--- src/rtl/cdec8_dbg_monitor.sv ---
// CDEC8 debug-monitor host port: UART command in, resad drive, resdt capture, UART reply out.
// Command DUMP_CMD returns resources 0x00-0x0F back to back.
module cdec8_dbg_monitor #(
  parameter int unsigned CLKS_PER_BIT = 434,
  parameter logic [7:0]  DUMP_CMD     = 8'hFF
) (
  input  logic       clock,
  input  logic       reset_N,
  input  logic       rxd,
  output logic       txd,
  output logic [7:0] resad,
  input  logic [7:0] resdt,
  output logic       busy,
  output logic       frame_err,
  output logic       ovr_err
);

  localparam int unsigned    CntW    = $clog2(CLKS_PER_BIT);
  localparam logic [CntW-1:0] CntMax  = CntW'(CLKS_PER_BIT - 1);
  localparam logic [CntW-1:0] HalfCnt = CntW'(CLKS_PER_BIT / 2 - 1);

  typedef enum logic [1:0] {RxIdle, RxStart, RxData, RxStop} rx_state_e;
  typedef enum logic [2:0] {StIdle, StSetup, StCapture, StTxLoad, StTxWait, StNext} main_state_e;
  typedef enum logic [1:0] {TxIdle, TxStart, TxData, TxStop} tx_state_e;

  logic            rx_s1_q, rx_s2_q, rx_prev_q;
  rx_state_e       rx_state_q, rx_state_d;
  logic [CntW-1:0] rx_cnt_q, rx_cnt_d;
  logic [2:0]      rx_bit_q, rx_bit_d;
  logic [7:0]      rx_shift_q, rx_shift_d;
  logic            rx_valid_q, rx_valid_d;
  logic            frame_err_q, frame_err_d;

  main_state_e     main_q, main_d;
  logic [7:0]      resad_q, resad_d;
  logic            busy_q, busy_d;
  logic            dump_q, dump_d;
  logic [7:0]      tx_data_q, tx_data_d;
  logic            ovr_err_q, ovr_err_d;
  logic            tx_start;

  tx_state_e       tx_state_q, tx_state_d;
  logic [CntW-1:0] tx_cnt_q, tx_cnt_d;
  logic [2:0]      tx_bit_q, tx_bit_d;
  logic [7:0]      tx_shift_q, tx_shift_d;
  logic            txd_q, txd_d;
  logic            tx_done;

  // Receiver: start re-checked at mid-bit, then one sample per bit period
  always_comb begin
    rx_state_d  = rx_state_q;
    rx_cnt_d    = rx_cnt_q;
    rx_bit_d    = rx_bit_q;
    rx_shift_d  = rx_shift_q;
    rx_valid_d  = 1'b0;
    frame_err_d = 1'b0;
    case (rx_state_q)
      RxIdle: begin
        if (rx_prev_q && !rx_s2_q) begin
          rx_state_d = RxStart;
          rx_cnt_d   = '0;
        end
      end
      RxStart: begin
        if (rx_cnt_q == HalfCnt) begin
          rx_cnt_d   = '0;
          rx_bit_d   = '0;
          rx_state_d = rx_s2_q ? RxIdle : RxData;
        end else begin
          rx_cnt_d = rx_cnt_q + 1'b1;
        end
      end
      RxData: begin
        if (rx_cnt_q == CntMax) begin
          rx_cnt_d   = '0;
          rx_shift_d = {rx_s2_q, rx_shift_q[7:1]};
          if (rx_bit_q == 3'd7) rx_state_d = RxStop;
          else                  rx_bit_d   = rx_bit_q + 1'b1;
        end else begin
          rx_cnt_d = rx_cnt_q + 1'b1;
        end
      end
      RxStop: begin
        if (rx_cnt_q == CntMax) begin
          rx_cnt_d   = '0;
          rx_state_d = RxIdle;
          if (rx_s2_q) rx_valid_d  = 1'b1;
          else         frame_err_d = 1'b1;
        end else begin
          rx_cnt_d = rx_cnt_q + 1'b1;
        end
      end
      default: rx_state_d = RxIdle;
    endcase
  end

  always_comb begin
    main_d    = main_q;
    resad_d   = resad_q;
    busy_d    = busy_q;
    dump_d    = dump_q;
    tx_data_d = tx_data_q;
    tx_start  = 1'b0;
    ovr_err_d = rx_valid_q && busy_q;
    case (main_q)
      StIdle: begin
        if (rx_valid_q) begin
          busy_d = 1'b1;
          main_d = StSetup;
          if (rx_shift_q == DUMP_CMD) begin
            resad_d = 8'h00;
            dump_d  = 1'b1;
          end else begin
            resad_d = rx_shift_q;
          end
        end
      end
      StSetup:   main_d = StCapture;
      StCapture: begin
        tx_data_d = resdt;
        main_d    = StTxLoad;
      end
      StTxLoad: begin
        tx_start = 1'b1;
        main_d   = StTxWait;
      end
      StTxWait: begin
        if (tx_done) begin
          if (dump_q && (resad_q != 8'h0F)) begin
            main_d = StNext;
          end else begin
            busy_d = 1'b0;
            dump_d = 1'b0;
            main_d = StIdle;
          end
        end
      end
      StNext: begin
        resad_d = resad_q + 8'h01;
        main_d  = StSetup;
      end
      default: main_d = StIdle;
    endcase
  end

  assign tx_done = (tx_state_q == TxStop) && (tx_cnt_q == CntMax);

  always_comb begin
    tx_state_d = tx_state_q;
    tx_cnt_d   = tx_cnt_q;
    tx_bit_d   = tx_bit_q;
    tx_shift_d = tx_shift_q;
    txd_d      = txd_q;
    case (tx_state_q)
      TxIdle: begin
        txd_d = 1'b1;
        if (tx_start) begin
          tx_state_d = TxStart;
          tx_cnt_d   = '0;
          tx_shift_d = tx_data_q;
          txd_d      = 1'b0;
        end
      end
      TxStart: begin
        if (tx_cnt_q == CntMax) begin
          tx_state_d = TxData;
          tx_cnt_d   = '0;
          tx_bit_d   = '0;
          txd_d      = tx_shift_q[0];
          tx_shift_d = {1'b0, tx_shift_q[7:1]};
        end else begin
          tx_cnt_d = tx_cnt_q + 1'b1;
        end
      end
      TxData: begin
        if (tx_cnt_q == CntMax) begin
          tx_cnt_d = '0;
          if (tx_bit_q == 3'd7) begin
            tx_state_d = TxStop;
            txd_d      = 1'b1;
          end else begin
            tx_bit_d   = tx_bit_q + 1'b1;
            txd_d      = tx_shift_q[0];
            tx_shift_d = {1'b0, tx_shift_q[7:1]};
          end
        end else begin
          tx_cnt_d = tx_cnt_q + 1'b1;
        end
      end
      TxStop: begin
        if (tx_cnt_q == CntMax) begin
          tx_state_d = TxIdle;
          tx_cnt_d   = '0;
          txd_d      = 1'b1;
        end else begin
          tx_cnt_d = tx_cnt_q + 1'b1;
        end
      end
      default: tx_state_d = TxIdle;
    endcase
  end

  always_ff @(posedge clock) begin
    if (!reset_N) begin
      rx_s1_q     <= 1'b1;
      rx_s2_q     <= 1'b1;
      rx_prev_q   <= 1'b1;
      rx_state_q  <= RxIdle;
      rx_cnt_q    <= '0;
      rx_bit_q    <= '0;
      rx_shift_q  <= '0;
      rx_valid_q  <= 1'b0;
      frame_err_q <= 1'b0;
      main_q      <= StIdle;
      resad_q     <= 8'h00;
      busy_q      <= 1'b0;
      dump_q      <= 1'b0;
      tx_data_q   <= '0;
      ovr_err_q   <= 1'b0;
      tx_state_q  <= TxIdle;
      tx_cnt_q    <= '0;
      tx_bit_q    <= '0;
      tx_shift_q  <= '0;
      txd_q       <= 1'b1;
    end else begin
      rx_s1_q     <= rxd;
      rx_s2_q     <= rx_s1_q;
      rx_prev_q   <= rx_s2_q;
      rx_state_q  <= rx_state_d;
      rx_cnt_q    <= rx_cnt_d;
      rx_bit_q    <= rx_bit_d;
      rx_shift_q  <= rx_shift_d;
      rx_valid_q  <= rx_valid_d;
      frame_err_q <= frame_err_d;
      main_q      <= main_d;
      resad_q     <= resad_d;
      busy_q      <= busy_d;
      dump_q      <= dump_d;
      tx_data_q   <= tx_data_d;
      ovr_err_q   <= ovr_err_d;
      tx_state_q  <= tx_state_d;
      tx_cnt_q    <= tx_cnt_d;
      tx_bit_q    <= tx_bit_d;
      tx_shift_q  <= tx_shift_d;
      txd_q       <= txd_d;
    end
  end

  assign txd       = txd_q;
  assign resad     = resad_q;
  assign busy      = busy_q;
  assign frame_err = frame_err_q;
  assign ovr_err   = ovr_err_q;

endmodule

--- config.mk ---
export PLATFORM = sky130hd
export DESIGN_NAME = cdec8_dbg_monitor
export DESIGN_NICKNAME = d
export VERILOG_FILES = /design/src/rtl/cdec8_dbg_monitor.sv
export SDC_FILE = /design/constraint.sdc
export NUM_CORES = 1
export LEC_CHECK = 0
export BUFFER_PORTS_ARGS = -buffer_cell sky130_fd_sc_hd__buf_4
export CORE_MARGIN = 4
export CORE_UTILIZATION = 61
export CTS_CLUSTER_SIZE = 25
export DETAILED_ROUTE_END_ITERATION = 8
export HOLD_SLACK_MARGIN = 0.05
export PLACE_DENSITY = 0.85
export SYNTH_ARGS = -nofsm -noshare
export SYNTH_HDL_FRONTEND = slang
export SYNTH_SLANG_ARGS = --single-unit
--- constraint.sdc ---
create_clock -name clock -period 2.8 [get_ports clock]
set_input_delay 0.28 -clock clock [delete_from_list [all_inputs] [get_ports clock]]
set_output_delay 0.28 -clock clock [all_outputs]
set_load 0.005 [all_outputs]
After elaboration in Yosys (flattened, before gate mapping)
Index checks and enable logic that the tools add are counted.

Output and inout bits: 12. Register bits: 72. Word-level logic and storage cells: 142.

$add $sub $neg: 5. Equal/unequal tests: 34. Reductions and logical operators: 27. Mux-type cells: 56.

Operators with widths (number): $mux W8 (6); $mux W9 (5); $ne A2 B2 Y1 const B (15); $mux W3 (9); $pmux W9 S3 (1); $pmux W8 S3 (1); $mux W2 (11); $reduce_and A5 Y1 (4); $add A9 B1 Y9 const B (2); $eq A9 B9 Y1 const B (2); $pmux W3 S6 (1); $pmux W9 S2 (1); $pmux W2 S4 (2); $pmux W8 S2 (1); $mux W1 (13); $eq A3 B3 Y1 const B (4); $pmux W3 S2 (2); $reduce_and A4 Y1 (3); $eq A9 B8 Y1 const B (1); $add A8 B1 Y8 const B (1); $eq A2 B2 Y1 const B (4); $eq A8 B8 Y1 const B (1); $ne A8 B4 Y1 const B (1); $reduce_bool A2 Y1 (4); other kinds (16) (27).

Depth between registers and ports, before layout
Gate-level depths: netlist of the first run.

Word-level depth: 5. Depth in mapped cells: 9. Gate-level depth less buffers: 6.

Least setup slack after synthesis of the first run
No wires, ideal clock.

Path kind: reg2reg. Start: register tx_state_q[0]. End: register tx_shift_q[0]. Path slack: 0.918 ns. Required time: 2.666 ns. Data arrival time: 1.747 ns. Setup time: 0.134 ns. Stages on the path, launching flop included: 9. Cell sequence: dfxtp_1 -> inv_1 -> ha_1 -> buf_2 -> a21oi_1 -> a21boi_1 -> and2_1 -> buf_2 -> a211oi_1.

Word-level cells in the longest chain between the ends: 3. Elaborated cells on any way between the ends: 10.

RTL lines: from (decl) (RTL line 42) `tx_state_e tx_state_q, tx_state_d;`; from (signal assigned) (RTL line 220) `tx_state_q <= TxIdle;`; from (signal assigned) (RTL line 241) `tx_state_q <= tx_state_d;`; $eq A2 B2 Y1 (tied with other cells) (RTL line 154) `case (tx_state_q)`; $ne A2 B2 Y1 (no source line) / $reduce_bool A3 Y1 (equally long branches); $reduce_and A5 Y1 (no source line); to (signal assigned) (RTL line 244) `tx_shift_q <= tx_shift_d;`; to (decl) (RTL line 45) `logic [7:0] tx_shift_q, tx_shift_d;`.

Several ways; a longest one is shown, not always the timed one. A chain may end at the register's enable or synchronous reset.

Final worst setup path of the first run
Start: register main_q[1]. End: register tx_cnt_q[7].

Word-level cells in the longest chain between the ends: 3.

RTL lines: from (decl) (RTL line 34) `main_state_e main_q, main_d;`; from (signal assigned) (RTL line 214) `main_q <= StIdle;`; from (signal assigned) (RTL line 235) `main_q <= main_d;`; $eq A3 B2 Y1 (RTL line 105) `case (main_q)`; $mux W1 (RTL line 105); $ne A2 B2 Y1 (no source line); to (signal assigned) (RTL line 242) `tx_cnt_q <= tx_cnt_d;`; to (decl) (RTL line 43) `logic [CntW-1:0] tx_cnt_q, tx_cnt_d;`.

Every way passes these cells.

==> results of run 1 <==
## power by group
group          leakage [uW]  total (uW)  internal, uW  switching (uW)
registers          0.000581        1100          1060            34.5
logic              0.000757         252           105             147
clock network      0.000103         828           458             370
## cell families (layout without fill, tap and decap cells)
logic type,after synthesis,in the layout,share of synthesized area (%)
AOI/OAI and AO/OA,105,105,19.2
xor gates and xnor gates,9,9,2.16
adders and majority gates,15,15,5.14
buffers and inverters,40,57,4.56
DFF,72,72,39.5
muxes,29,29,7.99
and+or+nand+nor,140,140,21.4
## cell usage after synthesis, drive strengths merged, types with 2 or more instances
master and count:
mux2i 28, nand4b 3, nor4b 3, o21a 4, xnor2 9, o31a 3
a2bb2oi 2, a21boi 4, and3 2, o22ai 4, and3b 3, nand4 6
or3 4, nor2b 2, a31oi 4, nand2 27, nor2 38, and4 4
nand3 15, o211a 2, and2 2, and4b 2, buf 9, nand3b 2
dfxtp 72, inv 16, nand2b 6, nor3 10, a2111oi 2, o211ai 4
ha 15, a311oi 2, a21oi 32, o21ai 17, nor4 4, clkbuf 15
o32ai 2, a211oi 13
## through the flow
step                      setup slack, ns  area, um^2  hold slack [ns]  std cells  power, uW
after floorplan                     0.918        3650            0.381        410       1300
after global placement              0.970        3820            0.391        483       1360
after detailed placement            0.903        3820            0.402        483       1370
after CTS                           0.875        4020            0.108        499       2190
after global routing                0.654        4020            0.119        499       2280
final                               0.850        4020            0.110        499       2180
## worst max-delay path, cell delays in order, from the launching register on
cell      delay (ns)
dfxtp_1         0.66
nand3b_4        0.20
a2111o_1        0.50
or3_1           0.36
a21oi_1         0.15
## placed cells by master, fill, tap and decap left out, types with 6 or more instances in the layout
cell type | Yosys | final
buf_4 | 0 | 25
nand4_1 | 6 | 6
nor2_1 | 38 | 38
nand2_1 | 27 | 27
nor3_1 | 10 | 10
inv_1 | 15 | 15
ha_1 | 15 | 15
o21ai_0 | 16 | 16
a21oi_1 | 31 | 31
xnor2_1 | 9 | 9
nand2b_1 | 6 | 6
a211oi_1 | 13 | 13
nand3_1 | 15 | 15
mux2i_1 | 28 | 28
clkbuf_8 | 0 | 11
dfxtp_1 | 72 | 72
## sequential cells by signal (all words and copies together) (netlist names), 2 cells and up, named ones only
register / cells
tx_data_q: 8
rx_bit_q: 3
tx_shift_q: 8
main_q: 3
tx_state_q: 2
tx_cnt_q: 9
rx_shift_q: 8
rx_cnt_q: 9
resad: 8
tx_bit_q: 3
## final timing paths
kind	start	to	slack, ns
worst min register to register	rx_s1_q	rx_s2_q	0.42
worst max-delay path	main_q[1]	tx_cnt_q[7]	0.85
worst max register to register	main_q[1]	tx_cnt_q[7]	0.85
worst min-delay path	rxd	rx_s1_q	0.11
## metal layers
layer  vias up  share of wire, %  global-route usage, %
met3        13               5.8                   7.09
met5         -                 0                      0
met1      1452                46                   26.3
met2        92                47                   35.7
met4         0               1.4                   7.05
li1       1533                 -                      -
## cell type report
type	count	area, um^2	share of cell area, %
repair buffers	25	188	4.67
clock buffers	13	159	3.95
clock inverters	3	40.0	0.996
flip-flops and latches	72	1440	35.9
well taps	72	90.1	2.24
multi-input cells	298	2040	50.8
inverters	16	60.1	1.49
==> impl_results.md, run 1 <==
- Initial Util: between 60 and 70%
- Unrepaired setup endpoints after global routing: no
- Input/output buffers: 22
- Min cycle time layout: 1.95 ns
- Drt initial violations: ~190
- CP Capture Type: register
- Synth top area cells: dfxtp_1, mux2i_1, ha_1
- Slew Limit Headroom: a little under half
- Wirelength per Cell: ~15 um
- Hold Path Depth: 2
- Worst clock skew: between 0.008 and 0.009 ns
- Number of synthesized flops with an enable pin: 0
- Leak pwr: 0.00144 uW
- Hold_buf cts: 0
- CTS Buffer Depth: 2
- Chip height: 85.3 um
- Worst R2R Path Depth: 4
- Final ANT Viol Nets: 0
- Die area: between 7000 and 8000 um^2
- WP data arrival: 2.22 ns
- Number of global-route vias before repair: about 2900
- Layout net count: roughly 450
- Synth Net Count: around 440
- Final Hold Vio Count: 0
- H-tree depth: 3
- Total gr overflow: 0
- Post-layout util: slightly above 70%
- Asr flop ratio synth: 0%
- Register area share after synthesis: about two fifths
- Post-CTS Resized: 0
- Avg Inst Size Synth: 8.90 um^2
- Yosys reg bits: ~70
- Global Route Usage Sum: a little over a fifth
- CTS tree: done
- DRC: 0
- Worst Hold Class: primary input to register
- Final period util: a little over two thirds
- Highest Clock Rate: between 500 and 600 MHz
- Filler instances: 420
- Number of antenna violations at the first check in global routing: 0
- CP max FO: 13
- Post-CTS setup buffers: 0
- Antenna cells: 0
- Startpoint Class: register
- Vias per Instance: about 6.2
- Drt total wl: between 7000 and 8000 um
- Synth Instances: between 400 and 500
- Area delta synth->final: 10.2%
- Status: completed
- Worst Path Class, Setup: register to register
- Maximum vdd drop: ~0.4 mV
- Core Area: roughly 5600 um^2
- Maxcap violations: 0
- Total number of vias: 3090
- # rows: 27
- Biggest area consumer among synthesized cells: dfxtp_1
- Mapped Area: 3650 um^2
- Slew Limit Fails: 0
- Setup violations, final: 0
- Synth top area share: between 30% and 40%
- Largest net degree at the start of global routing: 46
- Yosys warns: 0
- Worst EP required: about 3.1 ns
- Cell Pwr Density: approximately 540 nW/um^2
- Tightest Pin Transition: a little under 0.8 ns
- I/O Pins: 23
- CTS root buf: clkbuf_8
- Clock sink count: 72
- Die width: about 85 um
- Detailed Routing Iterations Pass 1: 5
- Hpwl dp: 5110 um
- TritonCTS Buffers: 9
- Layout cells sized above 1: 11.5%
- Top_reg_cell synth: dfxtp_1
- Clock latency at the later pin of the worst-skew pair: around 0.35 ns
- Final setup TNS: 0 ns
- Reg clk slew, reported paths: about 0.07 ns
- Post-synth cell types: 64
- First-pass GRT wire length: 12900 um
- GP Congestion: around 0.96
Power figures use the tool's default switching activity.
==> run 2, diff against run 1 <==
--- a/config.mk
+++ b/config.mk
@@ -5,6 +5,7 @@
 export SDC_FILE = /design/constraint.sdc
 export NUM_CORES = 1
 export LEC_CHECK = 0
+export ABC_AREA = 1
 export BUFFER_PORTS_ARGS = -buffer_cell sky130_fd_sc_hd__buf_4
 export CORE_MARGIN = 4
 export CORE_UTILIZATION = 61
==> constraint.sdc (replaced) <==
create_clock -name clock -period 2 [get_ports clock]
set_input_delay 0.2 -clock clock [delete_from_list [all_inputs] [get_ports clock]]
set_output_delay 0.2 -clock clock [all_outputs]
set_load 0.005 [all_outputs]
==> impl_results.md, run 2 <==
- Status: completed
- Final period util: 85.7% (+16 points)
- Int Pwr: 2440 uW (+50%)
- Most numerous cell in the Yosys netlist: nand2_1
- Drt total wl: 7820 um (+3.1%)
- Most frequent cells in the layout: nand2_1, dfxtp_1, inv_1, nor2_1, nand3_1
- Worst Path Class, Setup: register to register
- Unrepaired setup endpoints after global routing: no
- Hpwl dp: 5410 um (+6.1%)
- WP data arrival: 2.00 ns (-0.22 ns)
- Number of synthesized flops with an enable pin: 0 (unchanged)
- Comb power frac: 19.3% (+7.7 points)
- Setup violations, final: 0 (unchanged)
- Crit Reg-Reg Endpoint: tx_state_q[0]
- # rows: 28 (+3.7%)
- Initial Util: 63.3% (-1.4 points)
- Leak pwr: 0.00176 uW (+22%)
- Layout cells sized above 1: 14.5% (+3.0 points)
- Total gr overflow: 0 (unchanged)
- Final setup TNS: 0 ns (unchanged)
- Die width: 86.6 um (+1.5%)
- Worst Hold Class: primary input to register
- Synth Net Count: 562 (+29%)
- Number of antenna violations at the first check in global routing: 0 (unchanged)
- DRC: 0 (unchanged)
- Min cycle time layout: 1.71 ns (-0.237 ns)
- Reg clk slew, reported paths: 0.08 ns (about the same)
- Post-synth cell types: 45 (-30%)
- Final Hold Vio Count: 0 (unchanged)
- Sw Share: 29.6% (+4.3 points)
- Clock latency at the later pin of the worst-skew pair: 0.35 ns (about the same)
- Synth top area share: 38.2% (-1.3 points)
- Flop pwr share: 44.9% (-5.5 points)
- CTS Buffer Depth: 2 (unchanged)
- GP Congestion: 0.852 (-11%)
- Filler instances: 464 (+10%)
- Clock network fraction of design power: 35.7% (-2.3 points)
- Top_reg_cell synth: dfxtp_1
- Yosys reg bits: 72 (unchanged)
- Input/output buffers: 22 (unchanged)
- CP max FO: 5 (-8)
- Worst clock skew: 0.0100 ns (+0.00110 ns)
- Register area share after synthesis: 38.2% (-1.3 points)
- Area delta synth->final: 11.7%
- First-pass GRT wire length: 13700 um (+5.8%)
- TritonCTS Buffers: 9 (unchanged)
- Worst EP required: 2.29 ns (-0.78 ns)
- CP Capture Type: register
- Mapped Area: 3770 um^2 (+3.3%)
- Die area: 7500 um^2 (+3.0%)
- Global Route Usage Sum: 22.4% (+0.86 points)
- Launch point of the worst path: tx_state_q[0]
- Drt initial violations: 189 (-2.6%)
- Synth top area cells: dfxtp_1, nand2_1, nand3_1
- I/O Pins: 23 (unchanged)
- Final ANT Viol Nets: 0 (unchanged)
- Most common cell after layout, fill and taps aside: nand2_1
- Slew Limit Headroom: 70.6% (+23 points)
- Asr flop ratio synth: 0% (unchanged)
- H-tree depth: 3 (unchanged)
- Multi-input logic area: 2000 um^2 (-2.2%)
- R2R setup slack: 0.29 ns (-0.56 ns)
- Yosys warns: 0 (unchanged)
- Chip height: 86.6 um (+1.5%)
- Number of global-route vias before repair: 3347 (+14%)
- Net Switching: 1030 uW (+87%)
- Largest net degree at the start of global routing: 29 (-37%)
- Slew Limit Fails: 0 (unchanged)
- Wirelength per Cell: 12.2 um (-20%)
- Total number of vias: 3415 (+11%)
- Vias per Instance: 5.33 (-14%)
- Cell Pwr Density: 824 nW/um^2 (+52%)
- Synth Instances: 536 (+31%)
- Core Area: 5960 um^2 (+5.6%)
- Maxcap violations: 0 (unchanged)
- CTS tree: done
- Biggest regs: rx_cnt_q: 9 flops, tx_cnt_q: 9 flops
- CTS root buf: clkbuf_8
- Biggest area consumer among synthesized cells: dfxtp_1
- Startpoint Class: register
- Critical Path Sink: tx_state_q[0]
- R2R Path Start: tx_state_q[0]
- Post-synth top cells: nand2_1, dfxtp_1, inv_1
- Storage cell area: 1440 um^2 (unchanged)
- Antenna cells: 0 (unchanged)
- Tightest Pin Transition: 0.440 ns (-0.336 ns)
- Clock sink count: 72 (unchanged)
- Worst hold margin: 0.124 ns (+0.0136 ns)
- Maximum vdd drop: 0.485 mV (+21%)
- Highest Clock Rate: 584 MHz (+14%)
- Avg Inst Size Synth: 7.03 um^2 (-21%)
- Worst R2R Path Depth: 8 (+4)
- Layout net count: 587 (+31%)
- Detailed Routing Iterations Pass 1: 4 (-1)
-- run 2: cells by family (layout without fill, tap and decap cells) --
group,Yosys count,in the layout,share of synthesized area [%]
xor gates and xnor gates,3,3,0.697
buffers and inverters,80,110,8.83
adders and majority gates,15,15,4.98
AOI/OAI and AO/OA,95,95,14.5
DFF,72,72,38.2
and+or+nand+nor,271,271,32.8
-- run 2: worst min-delay path by stage --
stage / end / start / depth (start not counted)
final: tx_data_q[5] / resdt[5] / 3
after global routing: tx_data_q[4] / resdt[4] / 3
after CTS: tx_data_q[5] / resdt[5] / 3
after detailed placement: rx_s1_q / rxd / 2
after global placement: rx_s1_q / rxd / 2
after floorplan: rx_s1_q / rxd / 1
-- run 2: per-stage QoR --
step	util, %	worst slack, ns	total power, uW	cells	cell area [um^2]
2_1_floorplan	-	0.490	2100	536	3770
3_3_place_gp	66.9	0.421	2230	624	3980
3_5_place_dp	66.9	0.337	2260	624	3980
4_1_cts	70.7	0.320	3490	641	4210
5_1_grt	70.7	0.187	3660	641	4210
6_report	70.7	0.287	3470	641	4210
-- run 2: power groups by stage --
| stage | clock, uW | combinational, uW | sequential [uW] |
|---|---|---|---|
| final | 1240 | 672 | 1560 |
| after global routing | 1340 | 753 | 1570 |
| after CTS | 1260 | 671 | 1560 |
| after detailed placement | 0 | 665 | 1590 |
| after global placement | 0 | 638 | 1590 |
| after floorplan | 0 | 520 | 1580 |
-- run 2: layout make-up --
type | instances | area share (%)
Timing Repair Buffer | 26 | 4.69
Multi-Input combinational cell | 384 | 47.4
Clock inverter | 2 | 0.832
Clock buffer | 14 | 4.34
Inverter | 68 | 6.30
Sequential cell | 72 | 34.2
Tap cell | 75 | 2.23
-- run 2: repair_timing --
| item | in CTS | in global routing |
|---|---|---|
| setup endpoints to repair | 0 | 0 |
| hold buffers | 1 | 0 |
| gates resized for setup | 0 | 0 |
| endpoints found under the hold margin | 1 | 0 |
| buffers inserted | 0 | 0 |
-- run 2: worst max-delay path: stages, from the launching register on --
cell and delay [ns]:
dfxtp_1 0.38, inv_1 0.11, ha_1 0.27, or2_2 0.36
o21ai_2 0.21, nand3_2 0.11, nand2_1 0.07, nand2_1 0.05
nor2_1 0.09
-- run 2: layer usage --
| metal | share of wire [%] | vias to the layer above | routed length [um] | track usage (%) |
|---|---|---|---|---|
| met5 | 0 | - | 0 | 0 |
| met4 | 1.3 | 0 | 100 | 9.35 |
| met3 | 4.3 | 13 | 334 | 6.37 |
| met2 | 49 | 59 | 3790 | 38.6 |
| met1 | 46 | 1563 | 3590 | 25.9 |
| li1 | - | 1780 | - | - |
